===== config.mk =====
export PLATFORM = sky130hd
export DESIGN_NAME = neuron_phase_meter_flat
export DESIGN_NICKNAME = d
export VERILOG_FILES = /design/src/rtl/onn_ctrl_pkg.sv /design/src/rtl/neuron_phase_meter_if.sv /design/src/rtl/phase_avg.sv /design/src/rtl/neuron_phase_meter.sv /design/src/flat_wrapper.sv
export SDC_FILE = /design/constraint.sdc
export NUM_CORES = 1
export LEC_CHECK = 0
export ABC_AREA = 1
export BUFFER_PORTS_ARGS = -buffer_cell sky130_fd_sc_hd__buf_4
export CAP_MARGIN = 40
export CORE_MARGIN = 3
export CORE_UTILIZATION = 50
export DETAILED_ROUTE_END_ITERATION = 10
export GPL_TIMING_DRIVEN = 0
export PLACE_DENSITY = 0.74
export SLEW_MARGIN = 20
export SYNTH_ARGS = -nofsm -noshare
export SYNTH_HDL_FRONTEND = slang
export SYNTH_HIERARCHICAL = 1
export SYNTH_SLANG_ARGS = --single-unit

===== constraint.sdc =====
create_clock -name clk -period 1.6 [get_ports clk]
set_input_delay 0.32 -clock clk [delete_from_list [all_inputs] [get_ports clk]]
set_output_delay 0.32 -clock clk [all_outputs]
set_load 0.02 [all_outputs]

===== src/rtl/onn_ctrl_pkg.sv =====
// ============================================================================
// Module : onn_ctrl_pkg
// Brief  : Shared types and defaults for the ONN neuron control block.
//          Averaging defaults exist only when PHASE_AVG_EN is defined.
// Rev    : 1.0
// ============================================================================
`default_nettype none

package onn_ctrl_pkg;

  localparam int CW_DEFAULT = 8;

`ifdef PHASE_AVG_EN
  localparam int AVG_N_DEFAULT = 4;
`endif

  typedef enum logic [0:0] {
    ST_IDLE = 1'b0,
    ST_MEAS = 1'b1
  } state_t;

endpackage

`default_nettype wire


===== src/rtl/neuron_phase_meter_if.sv =====
// ============================================================================
// Module : neuron_phase_meter_if
// Brief  : Edge-pulse inputs and phase/period result bus of the phase meter.
// Rev    : 1.0
// ============================================================================
`default_nettype none

interface neuron_phase_meter_if
  import onn_ctrl_pkg::*;
#(
  parameter int CW = CW_DEFAULT
);

  logic          ref_edge;
  logic          nrn_edge;
  logic [CW-1:0] phase;
  logic [CW-1:0] period;
  logic          valid;
  logic          miss;
  logic          ovf;

  modport master (
    output ref_edge, nrn_edge,
    input  phase, period, valid, miss, ovf
  );

  modport slave (
    input  ref_edge, nrn_edge,
    output phase, period, valid, miss, ovf
  );

endinterface

`default_nettype wire


===== src/rtl/phase_avg.sv =====
// ============================================================================
// Module : phase_avg
// Brief  : Accumulates AVG_N phase/period samples and publishes their mean.
//          Built only when PHASE_AVG_EN is defined.
// Rev    : 1.0
// ============================================================================
`default_nettype none

module phase_avg #(
  parameter int CW    = 8,
  parameter int AVG_N = 4
) (
  input  logic          clk,
  input  logic          re,
  input  logic          clr,
  input  logic          sample,
  input  logic [CW-1:0] phase_in,
  input  logic [CW-1:0] period_in,
  output logic [CW-1:0] phase,
  output logic [CW-1:0] period,
  output logic          valid
);

  localparam int SH = $clog2(AVG_N);
  localparam int AW = CW + SH;
  localparam int NW = (SH > 0) ? SH : 1;
  localparam logic [NW-1:0] LAST = NW'(AVG_N - 1);

  logic [AW-1:0] acc_ph;
  logic [AW-1:0] acc_pd;
  logic [AW-1:0] sum_ph;
  logic [AW-1:0] sum_pd;
  logic [NW-1:0] n;

  assign sum_ph = acc_ph + AW'(phase_in);
  assign sum_pd = acc_pd + AW'(period_in);

  always_ff @(posedge clk) begin
    if (re) begin
      acc_ph <= '0;
      acc_pd <= '0;
      n      <= '0;
      phase  <= '0;
      period <= '0;
      valid  <= 1'b0;
    end else begin
      valid <= 1'b0;
      if (clr) begin
        acc_ph <= '0;
        acc_pd <= '0;
        n      <= '0;
      end else if (sample) begin
        if (n == LAST) begin
          // Power-of-two AVG_N makes the mean a plain truncating shift.
          phase  <= sum_ph[SH +: CW];
          period <= sum_pd[SH +: CW];
          valid  <= 1'b1;
          acc_ph <= '0;
          acc_pd <= '0;
          n      <= '0;
        end else begin
          acc_ph <= sum_ph;
          acc_pd <= sum_pd;
          n      <= n + 1'b1;
        end
      end
    end
  end

endmodule

`default_nettype wire


===== src/rtl/neuron_phase_meter.sv =====
// ============================================================================
// Module : neuron_phase_meter
// Brief  : Measures neuron phase offset and reference period from pef edge
//          pulses. Optional averaging enabled by macro PHASE_AVG_EN.
// Rev    : 1.0
// ============================================================================
`default_nettype none

module neuron_phase_meter
  import onn_ctrl_pkg::*;
#(
  parameter int CW = CW_DEFAULT
`ifdef PHASE_AVG_EN
  , parameter int AVG_N = AVG_N_DEFAULT
`endif
) (
  input  logic                clk,
  input  logic                re,
  neuron_phase_meter_if.slave bus
);

  localparam logic [CW-1:0] CNT_MAX = {CW{1'b1}};

  state_t        state;
  logic [CW-1:0] cnt;
  logic [CW-1:0] ph_reg;
  logic          captured;
  logic          miss_q;
  logic          ovf_q;

  logic [CW-1:0] phase_q;
  logic [CW-1:0] period_q;
  logic          valid_q;

  logic close_ok;
  logic close_miss;
  logic sat;

  assign close_ok   = (state == ST_MEAS) && bus.ref_edge && captured;
  assign close_miss = (state == ST_MEAS) && bus.ref_edge && !captured;
  assign sat        = (state == ST_MEAS) && !bus.ref_edge && (cnt == CNT_MAX);

  always_ff @(posedge clk) begin
    if (re) begin
      state    <= ST_IDLE;
      cnt      <= '0;
      ph_reg   <= '0;
      captured <= 1'b0;
      miss_q   <= 1'b0;
      ovf_q    <= 1'b0;
    end else begin
      miss_q <= close_miss;
      case (state)
        ST_IDLE: begin
          if (bus.ref_edge) begin
            state    <= ST_MEAS;
            cnt      <= CW'(1);
            ph_reg   <= '0;
            captured <= bus.nrn_edge;
          end
        end
        ST_MEAS: begin
          if (bus.ref_edge) begin
            // A coincident neuron edge opens the new period at phase 0.
            cnt      <= CW'(1);
            ph_reg   <= '0;
            captured <= bus.nrn_edge;
          end else if (sat) begin
            ovf_q    <= 1'b1;
            state    <= ST_IDLE;
            captured <= 1'b0;
            cnt      <= '0;
          end else begin
            cnt <= cnt + 1'b1;
            if (bus.nrn_edge && !captured) begin
              ph_reg   <= cnt;
              captured <= 1'b1;
            end
          end
        end
        default: state <= ST_IDLE;
      endcase
    end
  end

`ifdef PHASE_AVG_EN
  phase_avg #(
    .CW    (CW),
    .AVG_N (AVG_N)
  ) u_phase_avg (
    .clk       (clk),
    .re        (re),
    .clr       (close_miss | sat),
    .sample    (close_ok),
    .phase_in  (ph_reg),
    .period_in (cnt),
    .phase     (phase_q),
    .period    (period_q),
    .valid     (valid_q)
  );
`else
  always_ff @(posedge clk) begin
    if (re) begin
      phase_q  <= '0;
      period_q <= '0;
      valid_q  <= 1'b0;
    end else begin
      valid_q <= close_ok;
      if (close_ok) begin
        phase_q  <= ph_reg;
        period_q <= cnt;
      end
    end
  end
`endif

  assign bus.phase  = phase_q;
  assign bus.period = period_q;
  assign bus.valid  = valid_q;
  assign bus.miss   = miss_q;
  assign bus.ovf    = ovf_q;

endmodule

`default_nettype wire


===== src/flat_wrapper.sv =====
// flat-port wrapper written by rule: the top's interface ports become plain ports
module neuron_phase_meter_flat import onn_ctrl_pkg::*;
#(
  parameter int CW = CW_DEFAULT

)
  (clk, re, bus_ref_edge, bus_nrn_edge, bus_phase, bus_period, bus_valid, bus_miss, bus_ovf);
  neuron_phase_meter_if #(.CW(CW)) bus_i ();
  input  logic clk;
  input  logic re;
  input wire logic [$bits(bus_i.ref_edge)-1:0] bus_ref_edge;
  input wire logic [$bits(bus_i.nrn_edge)-1:0] bus_nrn_edge;
  output wire logic [$bits(bus_i.phase)-1:0] bus_phase;
  output wire logic [$bits(bus_i.period)-1:0] bus_period;
  output wire logic [$bits(bus_i.valid)-1:0] bus_valid;
  output wire logic [$bits(bus_i.miss)-1:0] bus_miss;
  output wire logic [$bits(bus_i.ovf)-1:0] bus_ovf;
  assign bus_i.ref_edge = bus_ref_edge;
  assign bus_i.nrn_edge = bus_nrn_edge;
  assign bus_phase = bus_i.phase;
  assign bus_period = bus_i.period;
  assign bus_valid = bus_i.valid;
  assign bus_miss = bus_i.miss;
  assign bus_ovf = bus_i.ovf;
  neuron_phase_meter #(.CW(CW)) u_core (.clk(clk), .re(re), .bus(bus_i));
endmodule

==> impl_results.md, run 1 <==
* Critical path's slowest cell: dfxtp_2
* Final Critical Period at 1.429 ns
* CTS buffer count at 5
* Post-DRT Antenna Nets at 0
* Final WL at about 3300 um
* Routability cong. at 0.8915
* Startpoint types: flop
* Final Cycle Share at 89.34%
* Layout Nets at 225
* Top Family by Delay on Critical Path: simple AND/OR/NAND/NOR gates
* I/O pins at 23
* Worst Path Max Fanout at 8
* Number of global-route vias before repair at ~1.3k
* Synth cell types at 28
* Max-Slew Margin vs Limit at 65.17%
* Remaining Overflow, GRT at 0
* Initial antenna violation count at 0
* Internal power at between 1 and 1.5 mW
* Routed WL per cell at 12.94 um
* Leak pwr at 0.7271 nW
* Worst-Margin Slew at 0.5224 ns
* Clk Latency, worst-skew pair at approximately 0.35 ns
* Fillers at 251
* Setup TNS at 0 ns
* Kind of critical path: reg -> reg
* CTS tree: yes
* Worst vdd ir at just over 0.7 mV
* DRC at 0
* Setup bufs post-CTS at 0
* Root Driver: clkbuf_4
* Highest clock rate at between 600 and 700 MHz
* Clock Skews at 0.01098 ns
* Die Ht at 61.37 um
* Clk slew on worst S/H paths at 0.12 ns
* CTS resizes at 0
* CTS Sinks at 37
* Syn avg cell area at 8.025 um^2
* Worst-path cell chain: ha_1, nand2_4, nor2_8, nand3_4, nand2_4, nand2_1, a21oi_1
* CTS Hold Bufs at 0
* Hold endpoint: u_core/captured
* Die Area at 0.003766 mm^2
* Largest net degree at the start of global routing at 14
* DP Wirelength at 2317 um
* Switching Power at 439.3 uW
* Switch share at 24.89%
* Initial Util at between 50 and 60%
* Port Buf Inserts at 22
* Comb pwr share at 8.2%
* Worst reg2reg path depth at 7
* N_diodes at 0
* Multi-input gate area at 663.1 um^2
* Clock tree buffer depth at 2
* Syn_nets at 196
* Max-cap viol count at 0
* RSZ-0062 raised after global routing: no
* Hold-critical path depth at 3
* Power per Cell Area at 968.2 mW/mm^2
* Area delta synth->final at 18.94%
* Die width at 61.37 um
* Post-route insts no fill at between 200 and 300
* R2r endpoint: u_core/ph_reg[0]
* Seq/Total Area, Yosys at 48.33%
* Final hold vios at 0
* Post-Route Utilization at 64.44%
* Fin. max-slew vios at 0
* Crit path DAT at around 1.7 ns
* Drt first pass iters at 4
* Via count at between 1k and 1.5k
* R2R Path Start: u_core/cnt[0]
* Worst Hold Class: in -> reg
* Worst Path Required at about 1.9 ns
* Most used cell, CP: nand2_4
* Total GRT Usage at 19.94%
* Synthesized cell area at 0.001533 mm^2
* Clock power frac at 37.4%
* Storage cell area at 743.2 um^2
* Status: complete, no violations
* Core Box Area at 0.002829 mm^2
* Vias per Instance at 5.405
* Commonest cells after routing, fill and taps aside: a21oi_1 (35), dfxtp_1 (35), nand2_1 (30), inv_1 (25), buf_4 (23)
* First-pass GRT wire length at 5554 um
* # rows at 19
* Post-Place Cells at 244
* Syn Inst Count at around 190
* Number of DRC markers in iteration 0 at 34
* Synth warnings at 6
* Setup Viol. Count Final at 0
* Yosys reg bits at 37
* R2R Setup Slk at 0.17 ns
* Share of cells above drive strength 1 at approximately a fifth
* Worst hold start: bus_nrn_edge
* Sequential power share at 54.4%
* Buf+Inv Stages, Crit Path at 0
* H-tree depth at 2
* Biggest cell delay along the critical path at 0.41 ns
* Crit end category: flop
## metal layers
layer	global-route usage (%)	up-vias	wire [um]
met4	8.485	0	55
met3	6.918	8	194
met5	0	-	0
li1	-	696	-
met2	32.78	43	1614
met1	23.65	615	1395
## logic make-up after synthesis
logic type      after synthesis  share of synthesized area, %
simple gates                 62                         22.20
flops                        37                         48.33
xor+xnor                      1                        0.5715
fa+ha+maj                     1                        0.8162
mux                           1                        0.6531
buf+inv                      33                         8.407
compound gates               56                         19.02
## per-stage QoR
step	setup slack, ns	hold WS (ns)	area, um^2	power (mW)
detailed placement	0.1232	0.4357	1737	1.123
finish	0.1705	0.2687	1823	1.765
CTS	0.1025	0.2594	1821	1.777
floorplan	0.3650	0.4219	1533	1.070
global placement	0.1588	0.4318	1737	1.119
global route	0.04635	0.2646	1823	1.846
## cell type report
| type | count | share of cell area, % |
|---|---|---|
| sequential | 37 | 40.77 |
| multi-input combinational | 121 | 36.38 |
| timing repair buffer | 22 | 9.060 |
| inverter | 26 | 5.353 |
| clock inverter | 3 | 2.539 |
| tap | 31 | 2.128 |
| clock buffer | 5 | 2.059 |
| buffer | 7 | 1.716 |
## worst max-delay path by stage
stage                              from          endpoint  slack [ns]  depth (start not counted)
after floorplan           u_core/cnt[0]  u_core/ph_reg[5]        0.36                          7
after global placement               re  u_core/bus.valid        0.16                          4
after detailed placement             re  u_core/ph_reg[0]        0.12                          4
after CTS                 u_core/cnt[0]  u_core/ph_reg[0]        0.10                          7
after global routing      u_core/cnt[0]  u_core/ph_reg[0]        0.05                          7
final                     u_core/cnt[0]  u_core/ph_reg[0]        0.17                          7
## tightest hold or removal path, stage by stage
cell and delay, ns:
buf_4 0.09, mux2i_1 0.07, nor2_1 0.10
## power by group through the flow
stage	registers, mW	clock network, mW	logic [mW]
after floorplan	0.994	0	0.0752
after global placement	0.979	0	0.140
after detailed placement	0.980	0	0.143
after CTS	0.959	0.673	0.145
after global routing	0.963	0.719	0.163
final	0.960	0.660	0.145
## synthesized netlist by cell type
cell type | number | share of area [%]
nor3_1 | 1 | 0.33
inv_2 | 1 | 0.24
nor4_1 | 1 | 0.41
dfxtp_1 | 37 | 48
nand3_1 | 6 | 2.0
nand2_4 | 2 | 1.5
nor2_1 | 5 | 1.2
nand4_1 | 8 | 3.3
o21bai_1 | 1 | 0.49
xor2_1 | 1 | 0.57
buf_4 | 1 | 0.49
inv_1 | 25 | 6.1
buf_2 | 1 | 0.33
nand2_1 | 30 | 7.3
a21boi_2 | 1 | 0.73
nand3_4 | 1 | 1.1
o21ai_0 | 15 | 4.9
o21ai_1 | 3 | 0.98
a21boi_0 | 1 | 0.49
ha_1 | 1 | 0.82
nor2_4 | 2 | 1.5
clkbuf_1 | 4 | 0.98
nand3b_1 | 3 | 1.5
nand2_2 | 2 | 0.82
nor2_8 | 1 | 1.3
mux2i_1 | 1 | 0.65
buf_1 | 1 | 0.24
a21oi_1 | 35 | 11
Note: power is estimated with default switching activity, not from simulation.
==> inputs of run 2 (changes only) <==
--- a/config.mk
+++ b/config.mk
@@ -16,5 +16,4 @@
 export SLEW_MARGIN = 20
 export SYNTH_ARGS = -nofsm -noshare
 export SYNTH_HDL_FRONTEND = slang
-export SYNTH_HIERARCHICAL = 1
 export SYNTH_SLANG_ARGS = --single-unit
==> run 2 against run 1 <==
Synthesized area up 3.7%. Worst hold slack lost 0.12 ns. Design area increased by 2.6%. First-iteration DRC count rose by 8.8%. Synthesized cell count up 12%. Register-to-register slack worse by 0.02 ns. Cell count grew 13%. Core utilization up 0.055 points. Via count rose by 3.7%.
==> impl_results.md, run 2 <==
* Area contributors post-synth: dfxtp_1 (47%), nand2_1 (10%), a21oi_1 (7.9%)
* Highest clock rate at 689.8 MHz
* Worst Hold Class: in -> reg
* Fin. max-slew vios at 0
* Drt first pass iters at 4
* Post-synth top flop: dfxtp_1
* Startpoint types: flop
* Synth top area share at 46.61%
* Worst-path cell chain: ha_1, nand2_1, nor2_1, nand2_1, nor2_2, nor2_1, nand2_1, a21oi_1
* Largest area contributor in the netlist: dfxtp_1
* Syn_nets at 219
* CTS buffer count at 5
* RSZ-0062 raised after global routing: no
* Port Buf Inserts at 22
* Buf+Inv Stages, Crit Path at 0
* Placed Area at ~0.0018 mm^2
* N_diodes at 0
* Max-cap viol count at 0
* Power per Cell Area at 880.9 mW/mm^2
* Commonest cells after routing, fill and taps aside: nand2_1 (44), dfxtp_1 (35), inv_1 (30), a21oi_1 (25), buf_4 (23)
* Worst Path Max Fanout at 5
* R2R Path Start: u_core.cnt[1]
* Worst-Margin Slew at between 0.4 and 0.5 ns
* Remaining Overflow, GRT at 0
* Clk Latency, worst-skew pair at 0.34 ns
* Hold endpoint: u_core.cnt[1]
* Setup Viol. Count Final at 0
* Clock tree buffer depth at 2
* Ys async rst share at 0%
* Synth cell types at 22
* Status: complete, no violations
* Biggest cell delay along the critical path at ~0.40 ns
* CTS Hold Bufs at 0
* Critical path's slowest cell: dfxtp_2
* Synthesized cell area at 0.001589 mm^2
* Crit end category: flop
* Die width at between 60 and 70 um
* Syn avg cell area at 7.425 um^2
* Final WL at 3288 um
* Synth warnings at 0
* Layout Nets at ~250
* Number of global-route vias before repair at between 1k and 1.5k
* Routability cong. at 0.9079
* Initial antenna violation count at 0
* Kind of critical path: reg -> reg
* Final Critical Period at between 1 and 1.5 ns
* Syn Inst Count at 214
* # rows at 19
* DRC at 0
* Max-Slew Margin vs Limit at 69.27%
* Seq/Total Area, Yosys at between 40 and 50%
* Most used cell, CP: nand2_1
* Most common cell after layout, fill and taps aside: nand2_1
* Die Area at roughly 0.004 mm^2
* Fillers at 287
* R2R Setup Slk at approximately 0.15 ns
* Post-DRT Antenna Nets at 0
* Final hold vios at 0
* R2r endpoint: u_core.cnt[5]
* Core Box Area at between 0.002 and 0.003 mm^2
* DP Wirelength at 2397 um
* Levels on crit path at 8
* Root Driver: clkbuf_4
* Worst vdd ir at 0.6931 mV
* Synth top cells by count: nand2_1 (44), dfxtp_1 (37), inv_1 (30)
* Top Family by Delay on Critical Path: simple AND/OR/NAND/NOR gates
* Leak pwr at 0.7850 nW
* Worst reg2reg path depth at 8
* Total GRT Usage at 18.37%
* Post-synth EDFFs at 0
* Die Ht at 62.38 um
* Setup bufs post-CTS at 0
* Largest net degree at the start of global routing at 12
* Clk slew on worst S/H paths at 0.11 ns
* I/O pins at 23
* Worst Path Required at 1.82 ns
* Crit path DAT at 1.67 ns
* H-tree depth at 2
* Yosys reg bits at 37
* Worst hold start: re
* Initial Util at 54.79%
* Area delta synth->final at 17.72%
* Design area at 0.001871 mm^2
* Via count at 1412
* Number of DRC markers in iteration 0 at 37
* Setup TNS at 0 ns
* Final Cycle Share at just over 90%
* First-pass GRT wire length at 5699 um
* Vias per Instance at 4.954
* Cell with the most instances after synthesis: nand2_1
* Routed WL per cell at 11.54 um
* Share of cells above drive strength 1 at 21.40%
* Hold WS at about 0.15 ns
* Clock Skews at 0.003261 ns
* CTS tree: yes
* Hold-critical path depth at 2
* CTS Sinks at 37
-- run 2: cell count changes in the layout (fill, tap and decap cells not counted), sizes merged, moves of 6 or more --
cell and delta:
nor2 +14, nand2 +12, a21oi -10, nand3 +7, inv +6, nand4 -6
-- run 2: kinds of logic after synthesis --
| family | Yosys count | synth area share, % |
|---|---|---|
| XOR/XNOR | 1 | 0.5513 |
| adder cells (fa/ha/maj) | 1 | 0.7873 |
| buffers and inverters | 41 | 11.02 |
| AO/OA/AOI/OAI | 48 | 15.43 |
| flip-flops | 37 | 46.61 |
| AND/OR/NAND/NOR | 86 | 25.59 |
-- run 2: worst max-delay path by stage --
stage	startpoint	to
floorplan	u_core.cnt[0]	u_core.ph_reg[6]
global placement	u_core.cnt[1]	u_core.cnt[5]
detailed placement	u_core.cnt[0]	u_core.cnt[5]
CTS	u_core.cnt[0]	u_core.cnt[5]
global route	u_core.cnt[0]	u_core.ph_reg[2]
finish	u_core.cnt[1]	u_core.cnt[5]
-- run 2: layout make-up --
type,count,area (um^2),share of cell area [%]
buffer,9,55.05,2.943
timing repair buffer,22,165.2,8.829
multi-input combinational,136,675.6,36.12
clock buffer,6,51.30,2.742
inverter,32,120.1,6.421
sequential,37,743.2,39.73
clock inverter,1,7.507,0.4013
tap,42,52.55,2.809
-- run 2: metal layers --
metal	wire length (um)	vias up	track usage [%]	part of all wire, %
met3	130	8	5.036	4.0
met2	1519	24	29.44	46
met4	54	0	7.163	1.6
met5	0	-	0	0
met1	1584	647	23.49	48
li1	-	733	-	-
-- run 2: per-stage QoR --
| stage | util [%] | power [mW] | cells | setup WS (ns) |
|---|---|---|---|---|
| 2_1_floorplan | - | 1.104 | 214 | 0.2992 |
| 3_3_place_gp | 62.30 | 1.160 | 278 | 0.1138 |
| 3_5_place_dp | 62.30 | 1.163 | 278 | 0.09562 |
| 4_1_cts | 64.32 | 1.662 | 285 | 0.06810 |
| 5_1_grt | 64.50 | 1.732 | 285 | 0.01251 |
| 6_report | 64.50 | 1.648 | 285 | 0.1502 |
-- run 2: repair_timing --
action,in CTS,in global routing
setup endpoints to repair,0,12
resized for setup,0,3
endpoints found under the hold margin,0,0
-- run 2: worst reg2reg max path, delay by kind of cell, from the launching register on --
| kind | cells | cell delay [ns] |
|---|---|---|
| flip-flops | 1 | 0.40 |
| AO/OA/AOI/OAI | 1 | 0.06 |
| adder cells (fa/ha/maj) | 1 | 0.23 |
| AND/OR/NAND/NOR | 6 | 0.64 |
-- run 2: power breakdown --
part / leakage, nW / internal [mW] / total [mW] / switching [mW]
clock: 0.0303 / 0.206 / 0.506 / 0.301
combinational: 0.453 / 0.0653 / 0.173 / 0.108
sequential: 0.302 / 0.951 / 0.968 / 0.0170
total: 0.785 / 1.22 / 1.65 / 0.426
